===== config.mk =====
export PLATFORM = sky130hd
export DESIGN_NAME = riscv_if_prefetch_flat
export DESIGN_NICKNAME = d
export VERILOG_FILES = /design/src/rtl/riscv_if_prefetch_if.sv /design/src/rtl/riscv_if_prefetch.sv /design/src/flat_wrapper.sv
export SDC_FILE = /design/constraint.sdc
export NUM_CORES = 1
export LEC_CHECK = 0
export ABC_AREA = 1
export CAP_MARGIN = 20
export CORE_MARGIN = 4
export CORE_UTILIZATION = 40
export DETAILED_ROUTE_END_ITERATION = 10
export SLEW_MARGIN = 10
export SYNTH_ARGS = -nofsm -noshare
export SYNTH_HDL_FRONTEND = slang
export SYNTH_SLANG_ARGS = --single-unit

===== constraint.sdc =====
create_clock -name clk -period 6.3 [get_ports clk]
set_clock_uncertainty 0.15 [all_clocks]
set_input_delay 0.945 -clock clk [delete_from_list [all_inputs] [get_ports clk]]
set_output_delay 0.945 -clock clk [all_outputs]
set_load 0.02 [all_outputs]

===== src/rtl/riscv_if_prefetch_if.sv =====
// Fetch-side handshake bundle for the instruction prefetch buffer: core fetch port plus imem read bus.
// Latency: none (wires only).
// Backpressure: carried by if_stall / if_stall_nxt_pc on the core side and imem_stall on the bus side.
interface riscv_if_prefetch_if #(
  parameter int XLEN        = 32,
  parameter int PARCEL_SIZE = 32
);
  // core fetch port
  logic [XLEN-1:0]        if_nxt_pc;
  logic                   if_stall;
  logic                   if_flush;
  logic                   if_stall_nxt_pc;
  logic [PARCEL_SIZE-1:0] if_parcel;
  logic [XLEN-1:0]        if_parcel_pc;
  logic                   if_parcel_valid;
  logic                   if_parcel_misaligned;
  logic                   if_parcel_page_fault;
  // instruction memory read bus
  logic                   imem_req;
  logic [XLEN-1:0]        imem_adr;
  logic                   imem_stall;
  logic                   imem_ack;
  logic [XLEN-1:0]        imem_q;
  logic                   imem_err;

  // prefetch unit view: masters the imem bus, serves the core
  modport master (
    input  if_nxt_pc, if_stall, if_flush, imem_stall, imem_ack, imem_q, imem_err,
    output if_stall_nxt_pc, if_parcel, if_parcel_pc, if_parcel_valid,
           if_parcel_misaligned, if_parcel_page_fault, imem_req, imem_adr
  );

  // environment view: core and memory
  modport slave (
    output if_nxt_pc, if_stall, if_flush, imem_stall, imem_ack, imem_q, imem_err,
    input  if_stall_nxt_pc, if_parcel, if_parcel_pc, if_parcel_valid,
           if_parcel_misaligned, if_parcel_page_fault, imem_req, imem_adr
  );
endinterface


===== src/rtl/riscv_if_prefetch.sv =====
// Instruction prefetch buffer: issues pipelined imem word reads and queues parcels with PC and fault flags.
// Latency: issue -> if_parcel_valid = bus latency + 1 cycle (registered queue).
// Backpressure: new fetch addresses refused (if_stall_nxt_pc) while queue entries plus reads in flight reach DEPTH.
module riscv_if_prefetch #(
  parameter int XLEN        = 32,
  parameter int PARCEL_SIZE = 32,
  parameter int DEPTH       = 4,
  parameter int MAX_OUTST   = 2
) (
  input  logic                clk,
  input  logic                rst,
  riscv_if_prefetch_if.master bus
);
  localparam int AW = $clog2(DEPTH);
  localparam int CW = AW + 2;
  localparam int OW = $clog2(MAX_OUTST + 1);
  // discard can exceed MAX_OUTST when flushes repeat faster than the bus answers
  localparam int DW = OW + 4;
  localparam int TW = (MAX_OUTST > 1) ? $clog2(MAX_OUTST) : 1;

  typedef struct packed {
    logic [XLEN-1:0]        pc;
    logic [PARCEL_SIZE-1:0] parcel;
    logic                   misaligned;
    logic                   fault;
  } entry_t;

  entry_t          q_mem [DEPTH];
  logic [XLEN-1:0] tag_mem [MAX_OUTST];

  logic [AW:0]   wr_ptr, rd_ptr;
  logic [AW:0]   count;
  logic [CW-1:0] credit;
  logic [OW-1:0] outst;
  logic [DW-1:0] discard;
  logic [TW-1:0] tag_wr, tag_rd;

  logic   empty, issue_ok, aligned, accept, mis_issue, ack_keep, push, pop, valid;
  entry_t push_dat, head;

  // credit accounting and issue decisions
  always_comb begin
    count     = wr_ptr - rd_ptr;
    empty     = (count == '0);
    credit    = CW'(count) + CW'(outst);
    issue_ok  = !rst && !bus.if_flush && (credit < CW'(DEPTH)) && (outst < OW'(MAX_OUTST));
    aligned   = (bus.if_nxt_pc[1:0] == 2'b00);
    accept    = issue_ok && aligned && !bus.imem_stall;
    // misaligned entries bypass the bus, so wait until nothing older is still in flight
    mis_issue = issue_ok && !aligned && (outst == '0) && (discard == '0);
    ack_keep  = bus.imem_ack && !bus.if_flush && (discard == '0);
    push      = ack_keep || mis_issue;
    push_dat  = '0;
    if (ack_keep) begin
      push_dat.pc     = tag_mem[tag_rd];
      push_dat.parcel = bus.imem_q;
      push_dat.fault  = bus.imem_err;
    end else begin
      push_dat.pc         = bus.if_nxt_pc;
      push_dat.misaligned = 1'b1;
    end
    valid = !empty && !bus.if_flush;
    pop   = valid && !bus.if_stall;
    head  = empty ? '0 : q_mem[rd_ptr[AW-1:0]];
  end

  assign bus.imem_req             = issue_ok && aligned;
  assign bus.imem_adr             = (issue_ok && aligned) ? bus.if_nxt_pc : '0;
  assign bus.if_stall_nxt_pc      = !(accept || mis_issue);
  assign bus.if_parcel_valid      = valid;
  assign bus.if_parcel            = head.parcel;
  assign bus.if_parcel_pc         = head.pc;
  assign bus.if_parcel_misaligned = head.misaligned;
  assign bus.if_parcel_page_fault = head.fault;

  // queue pointers; a flush empties the queue (nothing is pushed in a flush cycle)
  always_ff @(posedge clk or posedge rst) begin
    if (rst) begin
      wr_ptr <= '0;
      rd_ptr <= '0;
    end else if (bus.if_flush) begin
      rd_ptr <= wr_ptr;
    end else begin
      if (push) wr_ptr <= wr_ptr + 1'b1;
      if (pop)  rd_ptr <= rd_ptr + 1'b1;
    end
  end

  // outstanding/discard counters and the in-order PC tag pointers
  always_ff @(posedge clk or posedge rst) begin
    if (rst) begin
      outst   <= '0;
      discard <= '0;
      tag_wr  <= '0;
      tag_rd  <= '0;
    end else if (bus.if_flush) begin
      // every read still on the bus, minus the one answered now, must be dropped
      discard <= discard + DW'(outst) - DW'(bus.imem_ack);
      outst   <= '0;
      tag_wr  <= '0;
      tag_rd  <= '0;
    end else begin
      if (bus.imem_ack && (discard != '0)) discard <= discard - 1'b1;
      outst <= outst + OW'(accept) - OW'(ack_keep);
      if (accept)   tag_wr <= (tag_wr == TW'(MAX_OUTST - 1)) ? '0 : tag_wr + 1'b1;
      if (ack_keep) tag_rd <= (tag_rd == TW'(MAX_OUTST - 1)) ? '0 : tag_rd + 1'b1;
    end
  end

  // storage arrays; contents are qualified by the pointers so they need no reset
  always_ff @(posedge clk) begin
    if (push)   q_mem[wr_ptr[AW-1:0]] <= push_dat;
    if (accept) tag_mem[tag_wr]       <= bus.if_nxt_pc;
  end
endmodule


===== src/flat_wrapper.sv =====
// flat-port wrapper written by rule: the top's interface ports become plain ports
module riscv_if_prefetch_flat 
#(
  parameter int XLEN        = 32,
  parameter int PARCEL_SIZE = 32,
  parameter int DEPTH       = 4,
  parameter int MAX_OUTST   = 2
)
  (clk, rst, bus_if_nxt_pc, bus_if_stall, bus_if_flush, bus_imem_stall, bus_imem_ack, bus_imem_q, bus_imem_err, bus_if_stall_nxt_pc, bus_if_parcel, bus_if_parcel_pc, bus_if_parcel_valid, bus_if_parcel_misaligned, bus_if_parcel_page_fault, bus_imem_req, bus_imem_adr);
  riscv_if_prefetch_if #(.XLEN(XLEN), .PARCEL_SIZE(PARCEL_SIZE)) bus_i ();
  input  logic clk;
  input  logic rst;
  input wire logic [$bits(bus_i.if_nxt_pc)-1:0] bus_if_nxt_pc;
  input wire logic [$bits(bus_i.if_stall)-1:0] bus_if_stall;
  input wire logic [$bits(bus_i.if_flush)-1:0] bus_if_flush;
  input wire logic [$bits(bus_i.imem_stall)-1:0] bus_imem_stall;
  input wire logic [$bits(bus_i.imem_ack)-1:0] bus_imem_ack;
  input wire logic [$bits(bus_i.imem_q)-1:0] bus_imem_q;
  input wire logic [$bits(bus_i.imem_err)-1:0] bus_imem_err;
  output wire logic [$bits(bus_i.if_stall_nxt_pc)-1:0] bus_if_stall_nxt_pc;
  output wire logic [$bits(bus_i.if_parcel)-1:0] bus_if_parcel;
  output wire logic [$bits(bus_i.if_parcel_pc)-1:0] bus_if_parcel_pc;
  output wire logic [$bits(bus_i.if_parcel_valid)-1:0] bus_if_parcel_valid;
  output wire logic [$bits(bus_i.if_parcel_misaligned)-1:0] bus_if_parcel_misaligned;
  output wire logic [$bits(bus_i.if_parcel_page_fault)-1:0] bus_if_parcel_page_fault;
  output wire logic [$bits(bus_i.imem_req)-1:0] bus_imem_req;
  output wire logic [$bits(bus_i.imem_adr)-1:0] bus_imem_adr;
  assign bus_i.if_nxt_pc = bus_if_nxt_pc;
  assign bus_i.if_stall = bus_if_stall;
  assign bus_i.if_flush = bus_if_flush;
  assign bus_i.imem_stall = bus_imem_stall;
  assign bus_i.imem_ack = bus_imem_ack;
  assign bus_i.imem_q = bus_imem_q;
  assign bus_i.imem_err = bus_imem_err;
  assign bus_if_stall_nxt_pc = bus_i.if_stall_nxt_pc;
  assign bus_if_parcel = bus_i.if_parcel;
  assign bus_if_parcel_pc = bus_i.if_parcel_pc;
  assign bus_if_parcel_valid = bus_i.if_parcel_valid;
  assign bus_if_parcel_misaligned = bus_i.if_parcel_misaligned;
  assign bus_if_parcel_page_fault = bus_i.if_parcel_page_fault;
  assign bus_imem_req = bus_i.imem_req;
  assign bus_imem_adr = bus_i.imem_adr;
  riscv_if_prefetch #(.XLEN(XLEN), .PARCEL_SIZE(PARCEL_SIZE), .DEPTH(DEPTH), .MAX_OUTST(MAX_OUTST)) u_core (.clk(clk), .rst(rst), .bus(bus_i));
endmodule

Word-level counts from Yosys, hierarchy flattened
Memories as Yosys holds them, arrays and structs flattened.
Index checks and enable logic that the tools add are counted.
{"block": "word_totals", "ff_bits": 16, "latch_bits": 0, "mem_bits_rw": 328, "rom_bits": 0, "inputBits": 71, "out_inout_bits": 101, "elab_cells": 75, "n_memories": 2}
{"memory": "u_core.q_mem", "depth": 4, "width": 66, "read_ports": 1, "rd_clocked_by_memory_dff": 0, "wr": 1, "line_no": "riscv_if_prefetch.sv:28", "text": "entry_t q_mem [DEPTH];"}
{"memory": "u_core.tag_mem", "depth": 2, "width": 32, "read_ports": 1, "rd_clocked_by_memory_dff": 0, "wr": 1, "line_no": "riscv_if_prefetch.sv:29", "text": "logic [XLEN-1:0] tag_mem [MAX_OUTST];"}
{"block": "op_classes", "add_sub_neg": 11, "mul": 0, "div": 0, "magnitude_cmp": 2, "eq_ne": 0, "shifts": 0, "n_mux": 21, "bitwise": 1, "reduce_logical": 32}
{"op": "$mux W32", "n": 3}
{"op": "$mux W66", "n": 1}
{"op": "$logic_and A1 B1 Y1", "n": 13}
{"op": "$mux W1", "n": 12}
{"op": "$mux W6", "n": 2}
{"op": "$reduce_bool A2 Y1", "n": 4}
{"op": "$logic_not A1 Y1", "n": 7}
{"op": "$add A3 B1 Y3 const B", "n": 2}
{"op": "$add A6 B2 Y6", "n": 1}
{"op": "$logic_not A6 Y1", "n": 1}
{"op": "$mux W3", "n": 2}
{"op": "$reduce_bool A6 Y1", "n": 1}
{"op": "$sub A6 B1 Y6", "n": 1}
{"op": "$sub A6 B1 Y6 const B", "n": 1}
{"op": "$add A3 B2 Y4", "n": 1}
{"op": "$logic_not A2 Y1", "n": 2}
{"op": "$lt A4 B3 Y1 const B", "n": 1}
{"op": "$logic_not A3 Y1", "n": 1}
{"op": "$sub A3 B3 Y3", "n": 1}
{"op": "$add A1 B1 Y1 const B", "n": 2}
{"op": "$add A2 B1 Y2", "n": 1}
{"op": "$logic_or A1 B1 Y1", "n": 2}
{"op": "$lt A2 B2 Y1 const B", "n": 1}
{"op": "$mux W2", "n": 1}
{"op": "other kinds (3)", "n": 3}

Logic depth before layout (Yosys ltp)
{"block": "depth", "depth_word": 11, "depth_mapped": 13}

Worst setup path before layout
OpenSTA, ideal clock, no wires.
{"block": "synth_path", "path_kind": "reg-to-reg", "startpoint": "register u_core.rd_ptr[1]", "endpoint": "memory u_core.q_mem[0][0] (netlist bit) (enable)", "arrival_time_ns": 4.936, "required_ns": 5.659, "slack_ns": 0.723, "stages_incl_launch_ff": 14, "synth_period_minus_slack_ns": 5.577, "cell_sequence": "dfrtp_1 > inv_1 > buf_2 > buf_2 > fa_1 > ha_1 > nand2_1 > nor2_1 > nor2_1 > and2_4 > nand2_4 > nand2_4 > inv_1 > nor2_1"}
{"block": "synth_via", "elab_chain_cells": 11}
{"element": "from (decl)", "line_no": "riscv_if_prefetch.sv:31", "text": "logic [AW:0] wr_ptr, rd_ptr;"}
{"element": "from (signal assigned)", "line_no": "riscv_if_prefetch.sv:82", "text": "rd_ptr <= wr_ptr;"}
{"element": "from (signal assigned)", "line_no": "riscv_if_prefetch.sv:85", "text": "if (pop) rd_ptr <= rd_ptr + 1'b1;"}
{"element": "$sub A3 B3 Y3", "line_no": "riscv_if_prefetch.sv:43", "text": "count = wr_ptr - rd_ptr;"}
{"element": "$add A3 B2 Y4", "line_no": "riscv_if_prefetch.sv:45", "text": "credit = CW'(count) + CW'(outst);"}
{"element": "$lt A4 B3 Y1", "line_no": "riscv_if_prefetch.sv:46", "text": "issue_ok = !rst && !bus.if_flush && (credit < CW'(DEPTH)) && (outst < OW'(MAX_OUTST));"}
{"element": "$logic_and A1 B1 Y1 (2 in series)", "line_no": "riscv_if_prefetch.sv:46"}
{"element": "$logic_and A1 B1 Y1 (3 in series)", "line_no": "riscv_if_prefetch.sv:50", "text": "mis_issue = issue_ok && !aligned && (outst == '0) && (discard == '0);"}
{"element": "$logic_or A1 B1 Y1", "line_no": "riscv_if_prefetch.sv:52", "text": "push = ack_keep || mis_issue;"}
{"element": "$mux W1", "line_no": "riscv_if_prefetch.sv:112", "text": "if (push) q_mem[wr_ptr[AW-1:0]] <= push_dat;"}
{"element": "$mux W1 (not written as such)", "line_no": "riscv_if_prefetch.sv:112"}
{"element": "to (decl)", "line_no": "riscv_if_prefetch.sv:28"}
No other way between the ends.

Final worst setup path
{"block": "layout_path", "startpoint": "register u_core.rd_ptr[0]", "endpoint": "output port bus_if_parcel_pc[18]"}
{"block": "layout_via", "elab_chain_cells": 3}
{"element": "$sub A3 B3 Y3", "line_no": "riscv_if_prefetch.sv:43"}
{"element": "$logic_not A3 Y1", "line_no": "riscv_if_prefetch.sv:44", "text": "empty = (count == '0);"}
{"element": "$mux W66 (*)", "line_no": "riscv_if_prefetch.sv:64", "text": "head = empty ? '0 : q_mem[rd_ptr[AW-1:0]];"}
{"element": "to (decl)", "line_no": "flat_wrapper.sv:22", "text": "output wire logic [$bits(bus_i.if_parcel_pc)-1:0] bus_if_parcel_pc;"}
Mark *: on every way between the ends. The rest lies on a longest branch, timed or not.

==> results.md <==
* Outcome: completed
* Area after DPL at approximately 17000 sq um
* Ratio of cells with drive above 1 in the final layout at 0.07294
* Initial antenna violation count at 0
* Synth Area in Adders at 0.01939
* Met3 GRT Util at 0.02514
* Power Total at 7.900 mW
* FF-to-FF End: u_core.q_mem[3][18]$_DFFE_PP_
* Remaining DRCs at 0
* DP HPWL at roughly 20000 microns
* Worst-path fanout max at 68
* Met2 usage at 0.2622
* Worst-case clock buffer depth at 3
* Sequential fraction of the synthesis area at 0.6848
* Mapped Area at ~15000 sq um
* CP delay by family, top: simple AND/OR/NAND/NOR gates
* FF-to-FF path depth at 13
* Port-buffer cells at around 170
* Synth Area in Simple Gates at 0.1195
* Post-synthesis xor/xnor area fraction at 0.004096
* Largest net degree at the start of global routing at between 90 and 100
* Crit path launch type: flop
* Max Slew Vio Count at 0
* Slew @ Worst Pin at about 1 ns
* Initial DRC count at about 580
* Placed Instances at roughly 1900
* Max_slew headroom at 0.3440
* Post-cts resize count at 0
* Post-synth top area cell: edfxtp_1
* GR Overflow Total at 0
* Final setup viols at 0
* Grt peak-use layer: met2
* P&R area growth vs syn at 22.23%
* Buffers & Inverters on Critical Path at 3
* DRT antenna net count at 0
* Critical path data arrival time at ~3.8 ns
* Fillers at about 3300
* Routed vias at between 9000 and 10000
* Hold crit path type: reg2reg
* Leak Pwr at 7.175 nW
* Netlist cell types at 35
* Avg Vias per Cell at between 4 and 5
* Main combinational cell family by area after synthesis: simple AND/OR/NAND/NOR gates
* Die Wd at 201.4 microns
* H-tree lvl count at 2
* Die area at between 40000 and 50000 sq um
* R2R Setup Slk at roughly 2.3 ns
* Critical Path RT at about 5.2 ns
* Vias in the first global route at roughly 9700
* Die height at a little over 200 microns
* GP Congestion at 0.8045
* Setup bufs post-CTS at 0
* Slowest stage cell, crit path: dfrtp_4
* Diode count at 0
* Hold endpoint: u_core.discard[4]$_DFFE_PP0P_
* Syn Area/Cell at 11.25 sq um
* Hold Startpoint: u_core.discard[4]$_DFFE_PP0P_
* RSZ-0062 raised after global routing: false
* Net total in the final layout at approximately 1600
* Post-synthesis compound-gate area fraction at 0.09880
* Clock latency on the worst-skew pair at slightly above 0.5 ns
* CP Capture Type: output pin
* CTS tree: yes
* Max-capacitance violation count at 0
* Root Driver: clkbuf_16
* Setup TNS at 0 ns
* Synth top area share at 0.6580
* Post-Syn Instances at 1331
* Maximum clock frequency at around 200 MHz
* Synth top area cells: edfxtp_1, nor2_1, o21ai_0, nand2_1, inv_1
* Final min period at roughly 4.9 ns
* Starting density of the core at 0.4069
* Crit share post-route at 0.7788
* GRT Overall Usage at 0.1597
* PD cells at about 430 nW/um^2
* Clk sink count at approximately 340
* Mux contribution to synthesized area at 0
* Total CTS buffers at 37
* I/O Pins at between 150 and 200
* Drt wl/cell at about 17 microns
* Cts hold-fix bufs at 0
* Crit Path Class: reg2out
* Reg clk slew, reported paths at around 0.07 ns
* VDD IR max at ~0.00030 V
* Worst r2r src: u_core.rd_ptr[0]$_DFFE_PP0P_
* Row cnt at 70
* Final hold vios at 0
* Total core area at approximately 37000 sq um
* Finished Layout Cells at 1976
* Largest stage delay on the critical path at approximately 0.7 ns
* Ys Warns at 0
* Synthesized flop and latch total at 344
* Post-route cell area at between 15000 and 20000 sq um
* Wirelength, routed at between 30000 and 40000 microns
* Hold Crit Depth at 2
* Met1 usage at 0.2255
* First-pass GRT wire length at 52610 microns
* Cell chain of the critical path: ha_1 -> inv_1 -> fa_1 -> nand3_1 -> nand2_1 -> nand2_4 -> nand2_1 -> inv_1 -> clkdlybuf4s50_1
* First-pass DRT Iterations at 5
==> layout by cell type, fill, tap and decap left out, drive strengths merged <==
cell type / netlist / layout
dfrtp: 16 / 16
a31oi: 33 / 33
a21oi: 5 / 5
nor2: 248 / 248
nand3: 19 / 19
fa: 2 / 2
nor3: 1 / 1
clkdlybuf4s50: 0 / 169
xnor2: 2 / 2
clkinvlp: 0 / 1
o21ai: 144 / 144
or2: 1 / 1
o22ai: 66 / 66
ha: 20 / 20
nand4: 2 / 2
and2: 1 / 1
clkinv: 2 / 19
clkbuf: 37 / 42
bufinv: 0 / 5
conb: 1 / 2
edfxtp: 328 / 328
inv: 176 / 177
buf: 39 / 17
nand3b: 1 / 1
xor2: 5 / 5
o211ai: 1 / 1
nand2: 181 / 181
==> cell families (layout without fill, tap and decap cells) <==
group,after synthesis,after routing
adders and majority gates,22,22
other,1,2
and+or+nand+nor,454,454
DFF,344,344
xor gates and xnor gates,7,7
buffers and inverters,254,430
AOI/OAI and AO/OA,249,249
==> stage by stage <==
| stage | utilization | setup slack (ns) | hold slack, ns |
|---|---|---|---|
| after floorplan | - | 0.7229 | 0.3513 |
| after global placement | 0.4632 | 1.775 | 0.3918 |
| after detailed placement | 0.4632 | 1.700 | 0.3988 |
| after CTS | 0.4966 | 1.339 | 0.4082 |
| after global routing | 0.4973 | 1.138 | 0.4375 |
| final | 0.4973 | 1.394 | 0.4055 |
==> synthesized netlist by cell type <==
| cell type | instances |
|---|---|
| or2_2 | 1 |
| a31oi_2 | 17 |
| xnor2_1 | 2 |
| o21ai_0 | 144 |
| buf_6 | 10 |
| nor2_2 | 1 |
| and2_4 | 1 |
| edfxtp_1 | 328 |
| nor2_4 | 1 |
| o211ai_1 | 1 |
| clkinv_2 | 1 |
| nand2_1 | 176 |
| conb_1 | 1 |
| a21oi_1 | 5 |
| o22ai_1 | 66 |
| nand2_4 | 3 |
| inv_2 | 3 |
| clkinv_1 | 1 |
| buf_2 | 20 |
| clkbuf_1 | 37 |
| nand3b_1 | 1 |
| xor2_1 | 5 |
| nor2_1 | 246 |
| nand2_2 | 2 |
| nand3_2 | 1 |
| fa_1 | 2 |
| nor3_1 | 1 |
| inv_1 | 173 |
| a31oi_1 | 16 |
| buf_8 | 1 |
| ha_1 | 20 |
| nand4_1 | 2 |
| buf_4 | 8 |
| dfrtp_1 | 16 |
| nand3_1 | 18 |
==> layer usage <==
metal  up-vias  part of all wire  wire length (microns)
met5         -                 0                      0
li1       4812                 -                      -
met1      4676              0.47                  15810
met4         0             0.018                    601
met3        40             0.044                   1463
met2       220              0.47                  15710
==> layout make-up <==
class | count | area [sq um] | share of cell area
tap | 468 | 585.6 | 0.03201
multi-input combinational | 734 | 3676 | 0.2009
clock buffer | 42 | 987.2 | 0.05396
sequential | 344 | 10250 | 0.5605
clock inverter | 24 | 242.7 | 0.01327
inverter | 178 | 671.9 | 0.03673
timing repair buffer | 186 | 1877 | 0.1026
==> power breakdown <==
group          internal (mW)  switching [mW]
Combinational           1.20            1.90
Clock                   1.33           0.841
Sequential              2.56          0.0703
Total                   5.09            2.81
==> tightest hold or removal path: stages, from the launching register on <==
cell,delay [ns]
dfrtp_1,0.35
nor2_1,0.05
a31oi_1,0.12
==> flip-flops by register name, summed over array words and instances, names as in the netlist <==
signal and flops:
u_core.outst 2, u_core.tag_wr 1, u_core.q_mem 264, u_core.tag_mem 64, u_core.wr_ptr 3, u_core.rd_ptr 3
u_core.tag_rd 1, u_core.discard 6
==> how the worst max path moves through the flow <==
| stage | end | slack, ns | from | cells past startpoint |
|---|---|---|---|---|
| after floorplan | u_core.q_mem[0][0]$_DFFE_PP_ | 0.72 | u_core.rd_ptr[1]$_DFFE_PP0P_ | 13 |
| after global placement | bus_imem_adr[5] | 1.78 | bus_if_flush | 8 |
| after detailed placement | bus_imem_adr[25] | 1.70 | bus_if_flush | 8 |
| after CTS | bus_imem_adr[25] | 1.34 | u_core.rd_ptr[0]$_DFFE_PP0P_ | 11 |
| after global routing | bus_imem_adr[11] | 1.14 | u_core.rd_ptr[0]$_DFFE_PP0P_ | 11 |
| final | bus_if_parcel_pc[18] | 1.39 | u_core.rd_ptr[0]$_DFFE_PP0P_ | 9 |
No activity file was read; power rests on OpenSTA's default activity.
